--- config.mk ---
export PLATFORM = sky130hd
export DESIGN_NAME = cpu_bus_master
export DESIGN_NICKNAME = d
export VERILOG_FILES = /design/src/rtl/cpu_bus_master.sv
export SDC_FILE = /design/constraint.sdc
export NUM_CORES = 1
export LEC_CHECK = 0
export BUFFER_PORTS_ARGS = -buffer_cell sky130_fd_sc_hd__buf_2
export CAP_MARGIN = 20
export CORE_MARGIN = 5
export CORE_UTILIZATION = 30
export DETAILED_ROUTE_END_ITERATION = 6
export PLACE_DENSITY = 0.56
export SLEW_MARGIN = 20
export SYNTH_ARGS = -nofsm -noshare
export SYNTH_HDL_FRONTEND = slang
export SYNTH_SLANG_ARGS = --single-unit
export TNS_END_PERCENT = 1
--- constraint.sdc ---
create_clock -name clk -period 2 [get_ports clk]
set_input_delay 0.2 -clock clk [delete_from_list [all_inputs] [get_ports clk]]
set_output_delay 0.2 -clock clk [all_outputs]
set_load 0.05 [all_outputs]
--- src/rtl/cpu_bus_master.sv ---
// Bridges 8/16/32-bit CPU requests onto a 16-bit strobed bus with wait states.
// Long accesses run as two word cycles separated by a mandatory idle gap.
module cpu_bus_master #(
    parameter int TIMEOUT = 255
) (
    input  logic        clk,
    input  logic        reset,
    input  logic        req_valid,
    output logic        req_ready,
    input  logic [22:0] req_addr,
    input  logic [1:0]  req_size,
    input  logic        req_write,
    input  logic [31:0] req_wdata,
    output logic        resp_valid,
    output logic [31:0] resp_rdata,
    output logic        resp_err,
    output logic        bus_cs,
    output logic [22:1] bus_address,
    output logic        bus_uds,
    output logic        bus_lds,
    output logic        bus_write_strobe,
    output logic [15:0] bus_dout,
    input  logic [15:0] bus_din,
    input  logic        bus_ack,
    output logic [1:0]  dbg_state
);

    // Handshake: a request transfers on a rising edge where req_valid and
    // req_ready are both 1; req_ready is 1 only in IDLE, and request fields
    // are sampled only on that edge.

    localparam int CW = $clog2(TIMEOUT + 1);
    localparam logic [CW-1:0] TO_LIMIT = CW'(TIMEOUT);

    localparam logic [1:0] SZ_BYTE = 2'b00;
    localparam logic [1:0] SZ_WORD = 2'b01;
    localparam logic [1:0] SZ_LONG = 2'b10;
    localparam logic [1:0] SZ_RSVD = 2'b11;

    typedef enum logic [1:0] {
        ST_IDLE    = 2'd0,
        ST_ACCESS  = 2'd1,
        ST_CAPTURE = 2'd2,
        ST_RESP    = 2'd3
    } state_t;

    state_t        state_q, state_d;
    logic          req_ready_q, req_ready_d;
    logic [22:1]   addr_q, addr_d;
    logic          lane_q, lane_d;
    logic [1:0]    size_q, size_d;
    logic          write_q, write_d;
    logic [15:0]   wdata_lo_q, wdata_lo_d;
    logic          second_q, second_d;
    logic [15:0]   rbuf_q, rbuf_d;
    logic [CW-1:0] cnt_q, cnt_d;
    logic [CW-1:0] cnt_inc;
    logic          bus_cs_q, bus_cs_d;
    logic          bus_uds_q, bus_uds_d;
    logic          bus_lds_q, bus_lds_d;
    logic          bus_we_q, bus_we_d;
    logic [22:1]   bus_addr_q, bus_addr_d;
    logic [15:0]   bus_dout_q, bus_dout_d;
    logic          resp_valid_q, resp_valid_d;
    logic [31:0]   resp_rdata_q, resp_rdata_d;
    logic          resp_err_q, resp_err_d;

    always_comb begin
        state_d      = state_q;
        addr_d       = addr_q;
        lane_d       = lane_q;
        size_d       = size_q;
        write_d      = write_q;
        wdata_lo_d   = wdata_lo_q;
        second_d     = second_q;
        rbuf_d       = rbuf_q;
        cnt_d        = cnt_q;
        cnt_inc      = cnt_q + CW'(1);
        bus_cs_d     = bus_cs_q;
        bus_uds_d    = bus_uds_q;
        bus_lds_d    = bus_lds_q;
        bus_we_d     = bus_we_q;
        bus_addr_d   = bus_addr_q;
        bus_dout_d   = bus_dout_q;
        resp_valid_d = 1'b0;
        resp_rdata_d = resp_rdata_q;
        resp_err_d   = resp_err_q;

        case (state_q)
            ST_IDLE: begin
                if (req_valid) begin
                    if (req_size == SZ_RSVD || (req_size != SZ_BYTE && req_addr[0])) begin
                        state_d      = ST_RESP;
                        resp_valid_d = 1'b1;
                        resp_err_d   = 1'b1;
                        resp_rdata_d = 32'h0;
                    end else begin
                        state_d    = ST_ACCESS;
                        addr_d     = req_addr[22:1];
                        lane_d     = req_addr[0];
                        size_d     = req_size;
                        write_d    = req_write;
                        wdata_lo_d = req_wdata[15:0];
                        second_d   = 1'b0;
                        cnt_d      = '0;
                        bus_cs_d   = 1'b1;
                        bus_we_d   = req_write;
                        bus_addr_d = req_addr[22:1];
                        // Even byte addresses live on the upper lane.
                        bus_uds_d  = (req_size != SZ_BYTE) || !req_addr[0];
                        bus_lds_d  = (req_size != SZ_BYTE) || req_addr[0];
                        case (req_size)
                            SZ_BYTE: bus_dout_d = {2{req_wdata[7:0]}};
                            SZ_WORD: bus_dout_d = req_wdata[15:0];
                            default: bus_dout_d = req_wdata[31:16];
                        endcase
                    end
                end
            end

            ST_ACCESS: begin
                if (bus_ack) begin
                    state_d   = ST_CAPTURE;
                    bus_cs_d  = 1'b0;
                    bus_uds_d = 1'b0;
                    bus_lds_d = 1'b0;
                    bus_we_d  = 1'b0;
                end else if (cnt_inc == TO_LIMIT) begin
                    // Abort: any pending second long half is dropped.
                    state_d      = ST_RESP;
                    cnt_d        = cnt_inc;
                    bus_cs_d     = 1'b0;
                    bus_uds_d    = 1'b0;
                    bus_lds_d    = 1'b0;
                    bus_we_d     = 1'b0;
                    resp_valid_d = 1'b1;
                    resp_err_d   = 1'b1;
                    resp_rdata_d = 32'hFFFF_FFFF;
                end else begin
                    cnt_d = cnt_inc;
                end
            end

            ST_CAPTURE: begin
                if (size_q == SZ_LONG && !second_q) begin
                    state_d    = ST_ACCESS;
                    rbuf_d     = bus_din;
                    second_d   = 1'b1;
                    cnt_d      = '0;
                    bus_cs_d   = 1'b1;
                    bus_uds_d  = 1'b1;
                    bus_lds_d  = 1'b1;
                    bus_we_d   = write_q;
                    bus_addr_d = addr_q + 22'd1;
                    bus_dout_d = wdata_lo_q;
                end else begin
                    state_d      = ST_RESP;
                    resp_valid_d = 1'b1;
                    resp_err_d   = 1'b0;
                    if (write_q) begin
                        resp_rdata_d = 32'h0;
                    end else begin
                        case (size_q)
                            SZ_BYTE: resp_rdata_d = {24'h0, lane_q ? bus_din[7:0] : bus_din[15:8]};
                            SZ_WORD: resp_rdata_d = {16'h0, bus_din};
                            default: resp_rdata_d = {rbuf_q, bus_din};
                        endcase
                    end
                end
            end

            ST_RESP: begin
                state_d = ST_IDLE;
            end

            default: begin
                state_d = ST_IDLE;
            end
        endcase

        req_ready_d = (state_d == ST_IDLE);
    end

    always_ff @(posedge clk) begin
        if (reset) begin
            state_q      <= ST_IDLE;
            req_ready_q  <= 1'b1;
            addr_q       <= '0;
            lane_q       <= 1'b0;
            size_q       <= SZ_BYTE;
            write_q      <= 1'b0;
            wdata_lo_q   <= '0;
            second_q     <= 1'b0;
            rbuf_q       <= '0;
            cnt_q        <= '0;
            bus_cs_q     <= 1'b0;
            bus_uds_q    <= 1'b0;
            bus_lds_q    <= 1'b0;
            bus_we_q     <= 1'b0;
            bus_addr_q   <= '0;
            bus_dout_q   <= '0;
            resp_valid_q <= 1'b0;
            resp_rdata_q <= '0;
            resp_err_q   <= 1'b0;
        end else begin
            state_q      <= state_d;
            req_ready_q  <= req_ready_d;
            addr_q       <= addr_d;
            lane_q       <= lane_d;
            size_q       <= size_d;
            write_q      <= write_d;
            wdata_lo_q   <= wdata_lo_d;
            second_q     <= second_d;
            rbuf_q       <= rbuf_d;
            cnt_q        <= cnt_d;
            bus_cs_q     <= bus_cs_d;
            bus_uds_q    <= bus_uds_d;
            bus_lds_q    <= bus_lds_d;
            bus_we_q     <= bus_we_d;
            bus_addr_q   <= bus_addr_d;
            bus_dout_q   <= bus_dout_d;
            resp_valid_q <= resp_valid_d;
            resp_rdata_q <= resp_rdata_d;
            resp_err_q   <= resp_err_d;
        end
    end

    assign req_ready        = req_ready_q;
    assign resp_valid       = resp_valid_q;
    assign resp_rdata       = resp_rdata_q;
    assign resp_err         = resp_err_q;
    assign bus_cs           = bus_cs_q;
    assign bus_address      = bus_addr_q;
    assign bus_uds          = bus_uds_q;
    assign bus_lds          = bus_lds_q;
    assign bus_write_strobe = bus_we_q;
    assign bus_dout         = bus_dout_q;
    assign dbg_state        = state_q;

endmodule

==> results.tsv, run 1 <==
metric	value	unit
post-DP HPWL	15600	µm
WHS	0.0267	ns
total track usage	15.9	%
total power	13.5	mW
first-pass GRT wire length	34000	µm
CP startpoint kind	flip-flop	
FFs w/ async S/R, synth	0	%
setup violators final	0	
ys flop type	dfxtp_1	
largest area contributor in the netlist	dfxtp_1	
die area	26500	µm²
H-tree depth	4	
CP Class	reg -> reg	
Synth Area in Compound Gates	24.6	%
Fin. Hold Viols	0	
Fill cells	2314	
Hold Crit Class	in -> reg	
Clk Latency, worst-skew pair	0.42	ns
most common library cells after synthesis	nand2_1 (193), dfxtp_1 (146), a21oi_1 (130), nor2_1 (66), a211oi_2 (30)	
Peak VDD IR	0.000605	V
area fraction of the dominant cell type after synthesis	41.8	%
ratio of cells with drive above 1 in the final layout	33.1	%
Final ANT Viol Nets	0	
post-synthesis cell type count	72	
crit path capture type	flip-flop	
layer with the highest usage	met2	
post-synthesis sequential area ratio	41.8	%
Leak	3.61	nW
grt met2 use	24.9	%
post-synthesis simple-gate area fraction	20.7	%
placer congestion estimate	0.834	
Cells after Synth	836	
Core ar.	22800	µm²
Adder-Cell Fraction of Synth Area	1.45	%
synth top area cells	dfxtp_1 (42%), nand2_1 (10%), a21oi_1 (9.3%)	
nets@finish	1090	
Clk pin slew, worst setup/hold paths	0.07	ns
routed vias/inst	4.89	
DRC	0	
GR Util met3	3.67	%
Mean Syn Cell Area	8.37	µm²
CTS max path bufs	2	
relative max-transition margin	61.0	%
Post-synth EDFFs	0	
Routed Wire Length	21600	µm
port bufs	156	
slew at the pin with the worst max-slew slack	0.576	ns
TritonRoute pass-1 iters	5	
vias in the first global route	6334	
WP data arrival	2.33	ns
CTS tree	yes	
Std-Cell Rows	55	
met1 Track Usage GR	22.0	%
Final Critical Period	1.99	ns
# Max-Cap Violations	0	
GRT overflow	0	
Die X	163	µm
top-count cell post-synth	nand2_1	
synthesized flop and latch total	146	
pin count of the biggest net entering global routing	75	
initial antenna violation count	1	
outcome	completed	
final worst path period share	99.6	%
clock root cell	clkbuf_16	
drt wl/cell	16.2	µm
Iteration-0 DRC Markers	400	
IO Pins	157	
CP Max Fanout	12	
vias	6519	
combinational family with the most area after synthesis	compound AO/OA/AOI/OAI gates	
clock buffers created by TritonCTS	17	
Initial Utilization	30.7	%
Synthesis Warnings	0	
Final Max Tran Viols	0	
Layout Skew	0.0126	ns
die height	163	µm
worst path required time	2.33	ns
PwrDens	1480	nW/µm²
Syn Nets	921	
Fmax	502	MHz
RSZ-0062 raised after global routing	true	
clock sinks	146	
xor-xnor portion of the synthesized cell area	2.38	%
Syn-to-layout area delta	30.2	%
mux contribution to synthesized area	4.31	%
Cell Area, Synth	7000	µm²
## worst paths after layout
check	slack, ns	cells after the start	end	start
worst max register to register	0.008	8	resp_rdata[12]	cnt_q[1]
worst max-delay path	0.008	8	resp_rdata[12]	cnt_q[1]
worst min register to register	0.45	2	bus_address[11]	bus_address[11]
worst min-delay path	0.03	3	rbuf_q[4]	bus_din[4]
## layout by cell type (no fill, tap or decap), types with 10 or more instances in the layout
cell	count
a211oi_2	30
nor2_1	65
clkbuf_16	17
mux2_2	17
buf_12	11
dfxtp_1	140
a21oi_1	129
nand2_1	192
buf_4	41
xor2_1	10
buf_2	155
mux2i_1	11
nor3_1	11
## logic make-up (layout without fill, tap and decap cells)
kind of cell	count (synthesis)	after routing
other cells	0	1
compound gates	241	242
flops	146	146
xor+xnor	19	19
fa+ha+maj	8	8
buf+inv	69	250
simple gates	325	325
mux	28	28
## through the flow
stage / TNS, ns / instances / util (%) / instance area, µm² / setup slack, ns
3_3_place_gp: -0.0344 / 1296 / 37.0 / 8430 / -0.00564
5_1_grt: -1.02 / 1331 / 40.0 / 9110 / -0.0753
6_report: 0 / 1332 / 40.0 / 9110 / 0.00824
2_1_floorplan: -0.0300 / 836 / - / 7040 / -0.00382
4_1_cts: -0.00208 / 1329 / 39.6 / 9030 / -0.00208
3_5_place_dp: -0.914 / 1296 / 37.0 / 8430 / -0.0548
## worst max-delay path, stage by stage (launching register included)
cell	delay, ns
dfxtp_2	0.33
buf_4	0.16
and3_1	0.19
a32o_2	0.29
o22ai_4	0.22
nor3_2	0.10
o21a_4	0.25
buf_12	0.16
a211oi_2	0.19
## where the power goes
part / internal [mW] / leakage, nW / switching, mW
Sequential: 3.58 / 1.20 / 0.409
Combinational: 2.19 / 2.13 / 4.21
Clock: 1.81 / 0.280 / 1.33
Total: 7.57 / 3.61 / 5.95
## sequential cells by signal, indices dropped and copies added, names as in the netlist
signal	cells
lane_q	1
wdata_lo_q	16
dbg_state	2
resp_rdata	32
resp_valid	1
resp_err	1
bus_dout	16
cnt_q	8
addr_q	22
bus_address	22
second_q	1
write_q	1
bus_uds	1
size_q	2
bus_write_strobe	1
rbuf_q	16
bus_cs	1
req_ready	1
bus_lds	1
## area by class of cell
class	instances	area [µm²]	share of cell area (%)
Antenna cell	1	2.50	0.0275
Inverter	9	33.8	0.371
Clock inverter	12	123	1.35
Timing Repair Buffer	209	1330	14.6
Multi-Input combinational cell	622	3840	42.1
Tap cell	313	392	4.30
Sequential cell	146	2940	32.2
Clock buffer	20	457	5.01
## metal layers
layer  vias up  wire length [µm]
met4         2               232
met2       183              9900
li1       3271                 -
met5         -                13
met1      3046             10200
met3        17              1240
## what timing repair did
action	CTS	global route
cloned	1	0
endpoints found under the setup margin	29	53
gates resized for setup	3	19
buffers inserted	0	2
hold buffers	0	0
pin swaps	2	7
No activity file was read; power rests on OpenSTA's default activity.
==> inputs of run 2 (changes only) <==
--- a/config.mk
+++ b/config.mk
@@ -8,5 +8,4 @@
 export BUFFER_PORTS_ARGS = -buffer_cell sky130_fd_sc_hd__buf_2
 export CAP_MARGIN = 20
-export CORE_MARGIN = 5
 export CORE_UTILIZATION = 30
 export DETAILED_ROUTE_END_ITERATION = 6
==> constraint.sdc (replaced) <==
create_clock -name clk -period 2 [get_ports clk]
set_input_delay 0.1 -clock clk [delete_from_list [all_inputs] [get_ports clk]]
set_output_delay 0.1 -clock clk [all_outputs]
set_load 0.05 [all_outputs]
==> results.tsv, run 2 (synthesis results as in run 1) <==
metric	value	unit	change
drt wl/cell	16.0	µm	was 16.2 µm
clock buffers created by TritonCTS	17		unchanged
end of the worst register-to-register path	resp_rdata[22]		was resp_rdata[12]
Die X	155	µm	was 163 µm
CP cell instances	buf_4, and3_1, a32o_2, o22ai_4, buf_6, o21ai_4, buf_12, buf_8, a21oi_1, a211oi_2		was buf_4, and3_1, a32o_2, o22ai_4, nor3_2, o21a_4, buf_12, a211oi_2
final std cells w/o fill	1404		was 1332
TritonRoute pass-1 iters	5		unchanged
Fmax	496	MHz	was 502 MHz
max FFs per register	32		unchanged
n_diodes	0		was 1
# Max-Cap Violations	0		unchanged
failing checks	negative setup slack		
Worst Hold Depth	2		was 3
H-tree depth	4		unchanged
Peak VDD IR	0.000674	V	was 0.000605 V
initial antenna violation count	1		unchanged
crit path capture type	flip-flop		unchanged
R2R cell count	10		was 8
Clk Latency, worst-skew pair	0.43	ns	was 0.42 ns
Hold EP	bus_dout[8]		was rbuf_q[4]
outcome	finished with violations		was completed
HP Start	reset		was bus_din[4]
Clk pin slew, worst setup/hold paths	0.07	ns	about the same
IO Pins	157		unchanged
Syn-to-layout area delta	42.8	%	was 30.2%
Fill cells	2213		was 2314
total track usage	18.7	%	was 15.9%
most frequent cells in the layout	nand2_1 (192), buf_2 (155), dfxtp_1 (138), a21oi_1 (119), nor2_1 (65)		was nand2_1 (192), buf_2 (155), dfxtp_1 (140), a21oi_1 (129), nor2_1 (65)
DRC	0		unchanged
CTS max path bufs	2		unchanged
worst path required time	2.30	ns	was 2.33 ns
clock root cell	clkbuf_16		unchanged
final worst path period share	101	%	was 99.6%
placer congestion estimate	0.876		was 0.834
ratio of cells with drive above 1 in the final layout	34.0	%	was 33.1%
RSZ-0062 raised after global routing	true		unchanged
Initial Utilization	30.7	%	unchanged
Layout Skew	0.0162	ns	was 0.0126 ns
port bufs	156		unchanged
CP startpoint kind	flip-flop		unchanged
Hold Crit Class	in -> reg		unchanged
CP bufs+invs	4		was 2
nets@finish	1163		was 1090
slowest cell on the critical path	dfxtp_2		unchanged
PwrDens	1430	nW/µm²	was 1480 nW/µm²
Final Critical Period	2.02	ns	was 1.99 ns
relative max-transition margin	66.7	%	was 61.0%
setup violators final	4		was 0
first-pass GRT wire length	35100	µm	was 34000 µm
Fin. Hold Viols	0		unchanged
Core Util, Final	43.9	%	was 40.0%
post-DP HPWL	14800	µm	was 15600 µm
Routed Wire Length	22500	µm	was 21600 µm
clock sinks	146		unchanged
GRT overflow	0		unchanged
Final ANT Viol Nets	0		unchanged
commonest non-fill, non-tap cell in the layout	nand2_1		unchanged
CP Class	reg -> reg		unchanged
pin count of the biggest net entering global routing	65		was 75
Core ar.	22800	µm²	unchanged
Final Max Tran Viols	0		unchanged
vias	6966		was 6519
vias in the first global route	6536		was 6334
Worst R2R Start	cnt_q[1]		unchanged
die height	155	µm	was 163 µm
flop2flop setup slack	-0.02	ns	was 0.008 ns
CP peak stage delay	0.34	ns	was 0.33 ns
routed vias/inst	4.96		was 4.89
slew at the pin with the worst max-slew slack	0.500	ns	was 0.576 ns
design area	9990	µm²	was 9110 µm²
WP data arrival	2.32	ns	was 2.33 ns
die area	23900	µm²	was 26500 µm²
placed cell count	1300		was 1296
Final WS setup	-0.0168	ns	was 0.00824 ns
CTS tree	yes		unchanged
Iteration-0 DRC Markers	451		was 400
Std-Cell Rows	55		unchanged
family with the most delay on the worst path	compound AO/OA/AOI/OAI gates		unchanged
Cell Area, Placed	8460	µm²	was 8430 µm²
CP Max Fanout	8		was 12
Leak	3.99	nW	was 3.61 nW
run 2: changes by cell type in the layout (fill, tap and decap cells not counted), moves of 3 or more:
cell,change
a21oi_2,+10
dlygate4sd3_1,+56
inv_8,+4
buf_4,+7
a21oi_1,-10
buf_12,+6
buf_6,+3
run 2: worst max-delay path by stage:
stage                          end  cells past startpoint    startpoint  slack [ns]
finish              resp_rdata[22]                     10      cnt_q[1]       -0.02
global route        resp_rdata[31]                      9      cnt_q[3]       -0.10
CTS                 resp_rdata[22]                     10      cnt_q[1]       -0.02
detailed placement  resp_rdata[31]                      7      cnt_q[0]       -0.23
global placement    resp_rdata[30]                      7      cnt_q[0]       -0.17
floorplan           resp_rdata[21]                      8  dbg_state[0]      -0.004
run 2: through the flow:
stage	hold slack, ns	total power, mW	TNS, ns	worst slack, ns
final	0.0289	14.3	-0.0349	-0.0168
after global routing	0.0238	15.0	-1.93	-0.102
after CTS	0.0114	14.2	-0.0949	-0.0171
after detailed placement	0.363	10.3	-7.13	-0.226
after global placement	0.357	10.2	-5.05	-0.167
after floorplan	0.236	8.58	-0.0300	-0.00382
run 2: final cells by class:
cell class	count	area [µm²]	share of cell area, %
multi-input combinational	622	3910	39.1
sequential	146	2940	29.4
timing repair buffer	282	2120	21.2
clock buffer	17	425	4.26
tap	313	392	3.92
clock inverter	15	168	1.68
inverter	9	37.5	0.376
run 2: where the power goes:
part           switching, mW  internal (mW)
sequential             0.407           3.58
clock                   1.48           1.78
combinational           4.46           2.57
run 2: metal layers:
layer  global-route usage, %  vias up  part of all wire [%]
met5                       0        -                 0.058
met4                    5.28        2                   1.1
met3                    3.92       24                   5.3
met2                    30.4      226                    47
met1                    24.8     3303                    47
li1                        -     3411                     -
run 2: what timing repair did:
item / 4_1_cts / 5_1_grt
hold buffers: 56 / 0
gates cloned: 2 / 1
setup buffers: 7 / 7
setup endpoints to repair: 62 / 65
pin swaps: 6 / 32
endpoints found under the hold margin: 73 / 0
gates resized for setup: 17 / 30
==> inputs of run 3 (changes only) <==
PLACE_DENSITY = 0.54   (was 0.56)
clock period = 2.5 ns   (was 2 ns; I/O delays follow)
==> results.tsv, run 3 (synthesis results as in run 1) <==
metric	value	unit	change
outcome	completed		was finished with violations
die area	23900	µm²	unchanged
DR WL met3	1240	µm	was 1190 µm
final std cells w/o fill	1357		was 1404
Worst Hold Depth	3		was 2
n_diodes	0		unchanged
total track usage	17.7	%	was 18.7%
IO Pins	157		unchanged
R2R cell count	8		was 10
placed cell count	1270		was 1300
port bufs	156		unchanged
Worst R2R Start	cnt_q[0]		was cnt_q[1]
Leak	3.67	nW	was 3.99 nW
nets@finish	1116		was 1163
setup TNS	0	ns	was -0.0349 ns
Std-Cell Rows	55		unchanged
drt wl/cell	15.5	µm	was 16.0 µm
H-tree depth	4		unchanged
Die X	155	µm	unchanged
final worst path period share	90.1	%	was 101%
clock buffers created by TritonCTS	17		unchanged
CP Class	reg -> reg		unchanged
Core ar.	22800	µm²	unchanged
clock root cell	clkbuf_16		unchanged
Final Critical Period	2.25	ns	was 2.02 ns
Stages on worst setup path	8		was 10
Iteration-0 DRC Markers	381		was 451
GRT overflow	0		unchanged
CP Max Fanout	32		was 8
Fin. Hold Viols	0		unchanged
cts repair resizes	0		was 17
Final Max Tran Viols	0		unchanged
post-CTS setup buffers	0		was 7
CP cell instances	ha_1, and4b_1, a32o_1, o22ai_4, nor3_1, o21a_4, buf_12, a211oi_2		was buf_4, and3_1, a32o_2, o22ai_4, buf_6, o21ai_4, buf_12, buf_8, a21oi_1, a211oi_2
family with the most delay on the worst path	compound AO/OA/AOI/OAI gates		unchanged
pin count of the biggest net entering global routing	62		was 65
placer congestion estimate	0.814		was 0.876
PwrDens	1150	nW/µm²	was 1430 nW/µm²
post-DP HPWL	14200	µm	was 14800 µm
Core Util, Final	40.7	%	was 43.9%
CTS max path bufs	2		unchanged
DRC	0		unchanged
slew at the pin with the worst max-slew slack	0.744	ns	was 0.500 ns
CTS tree	yes		unchanged
setup violators final	0		was 4
Cell Area, Placed	8110	µm²	was 8460 µm²
Peak VDD IR	0.000688	V	was 0.000674 V
most frequent cells in the layout	nand2_1 (193), buf_2 (155), dfxtp_1 (146), a21oi_1 (130), nor2_1 (66)		was nand2_1 (192), buf_2 (155), dfxtp_1 (138), a21oi_1 (119), nor2_1 (65)
routed vias/inst	4.90		was 4.96
Syn-to-layout area delta	32.6	%	was 42.8%
first-pass GRT wire length	33500	µm	was 35100 µm
Clk Latency, worst-skew pair	0.43	ns	about the same
flop2flop setup slack	0.25	ns	was -0.02 ns
crit path capture type	flip-flop		unchanged
routed wire length on met2	9630	µm	was 10600 µm
WP data arrival	2.52	ns	was 2.32 ns
Initial Utilization	30.7	%	unchanged
Clk pin slew, worst setup/hold paths	0.06	ns	was 0.07 ns
CP startpoint kind	flip-flop		unchanged
slowest cell on the critical path	dfxtp_1		was dfxtp_2
commonest non-fill, non-tap cell in the layout	nand2_1		unchanged
CP peak stage delay	0.47	ns	was 0.34 ns
Layout Skew	0.0110	ns	was 0.0162 ns
WL met1	9910	µm	was 10500 µm
Hold Crit Class	in -> reg		unchanged
RSZ-0062 raised after global routing	false		was true
HP Start	req_addr[0]		was reset
Setup crit start	cnt_q[0]		was cnt_q[1]
die height	155	µm	unchanged
TritonRoute pass-1 iters	5		unchanged
vias in the first global route	6216		was 6536
design area	9280	µm²	was 9990 µm²
Fmax	444	MHz	was 496 MHz
vias	6645		was 6966
Routed Wire Length	21000	µm	was 22500 µm
CTS Hold Bufs	55		was 56
worst path required time	2.77	ns	was 2.30 ns
clock sinks	146		unchanged
total power	10.7	mW	was 14.3 mW
max FFs per register	32		unchanged
Final ANT Viol Nets	0		unchanged
initial antenna violation count	2		was 1
ratio of cells with drive above 1 in the final layout	27.7	%	was 34.0%
Highest Signal Layer	met5		unchanged
CP bufs+invs	1		was 4
relative max-transition margin	50.4	%	was 66.7%
# Max-Cap Violations	0		unchanged
-- run 3: layer usage --
| metal | vias to the layer above | GRT usage, % |
|---|---|---|
| met1 | 3122 | 23.6 |
| met3 | 17 | 4.74 |
| met4 | 4 | 4.20 |
| met2 | 181 | 28.5 |
| li1 | 3321 | - |
| met5 | - | 0 |
-- run 3: worst register-to-register path: cells and delay by family, from the launching register on --
kind                       cells  cell delay [ns]
AOI/OAI and AO/OA              4             0.59
DFF                            1             0.47
adders and majority gates      1             0.31
buffers and inverters          1             0.23
and+or+nand+nor                2             0.49
-- run 3: final timing paths --
check                   end
max reg2reg   resp_rdata[4]
min reg2reg  bus_address[6]
max           resp_rdata[4]
min                  lane_q
-- run 3: power breakdown --
part / switching [mW] / total (mW) / internal, mW
combinational: 3.28 / 4.79 / 1.52
sequential: 0.330 / 3.18 / 2.85
clock: 1.11 / 2.71 / 1.60
-- run 3: layout make-up --
| cell class | count | area, µm² |
|---|---|---|
| multi-input combinational | 621 | 3740 |
| timing repair buffer | 236 | 1570 |
| sequential | 146 | 2920 |
| inverter | 9 | 33.8 |
| fill | 2382 | 13500 |
| tap | 313 | 392 |
| clock inverter | 15 | 194 |
| clock buffer | 17 | 425 |
-- run 3: through the flow --
stage                     worst slack (ns)  hold WS (ns)
after floorplan                     0.0430         0.261
after global placement               0.319         0.380
after detailed placement             0.301         0.383
after CTS                            0.241      0.000554
after global routing                0.0116        0.0312
final                                0.248        0.0208
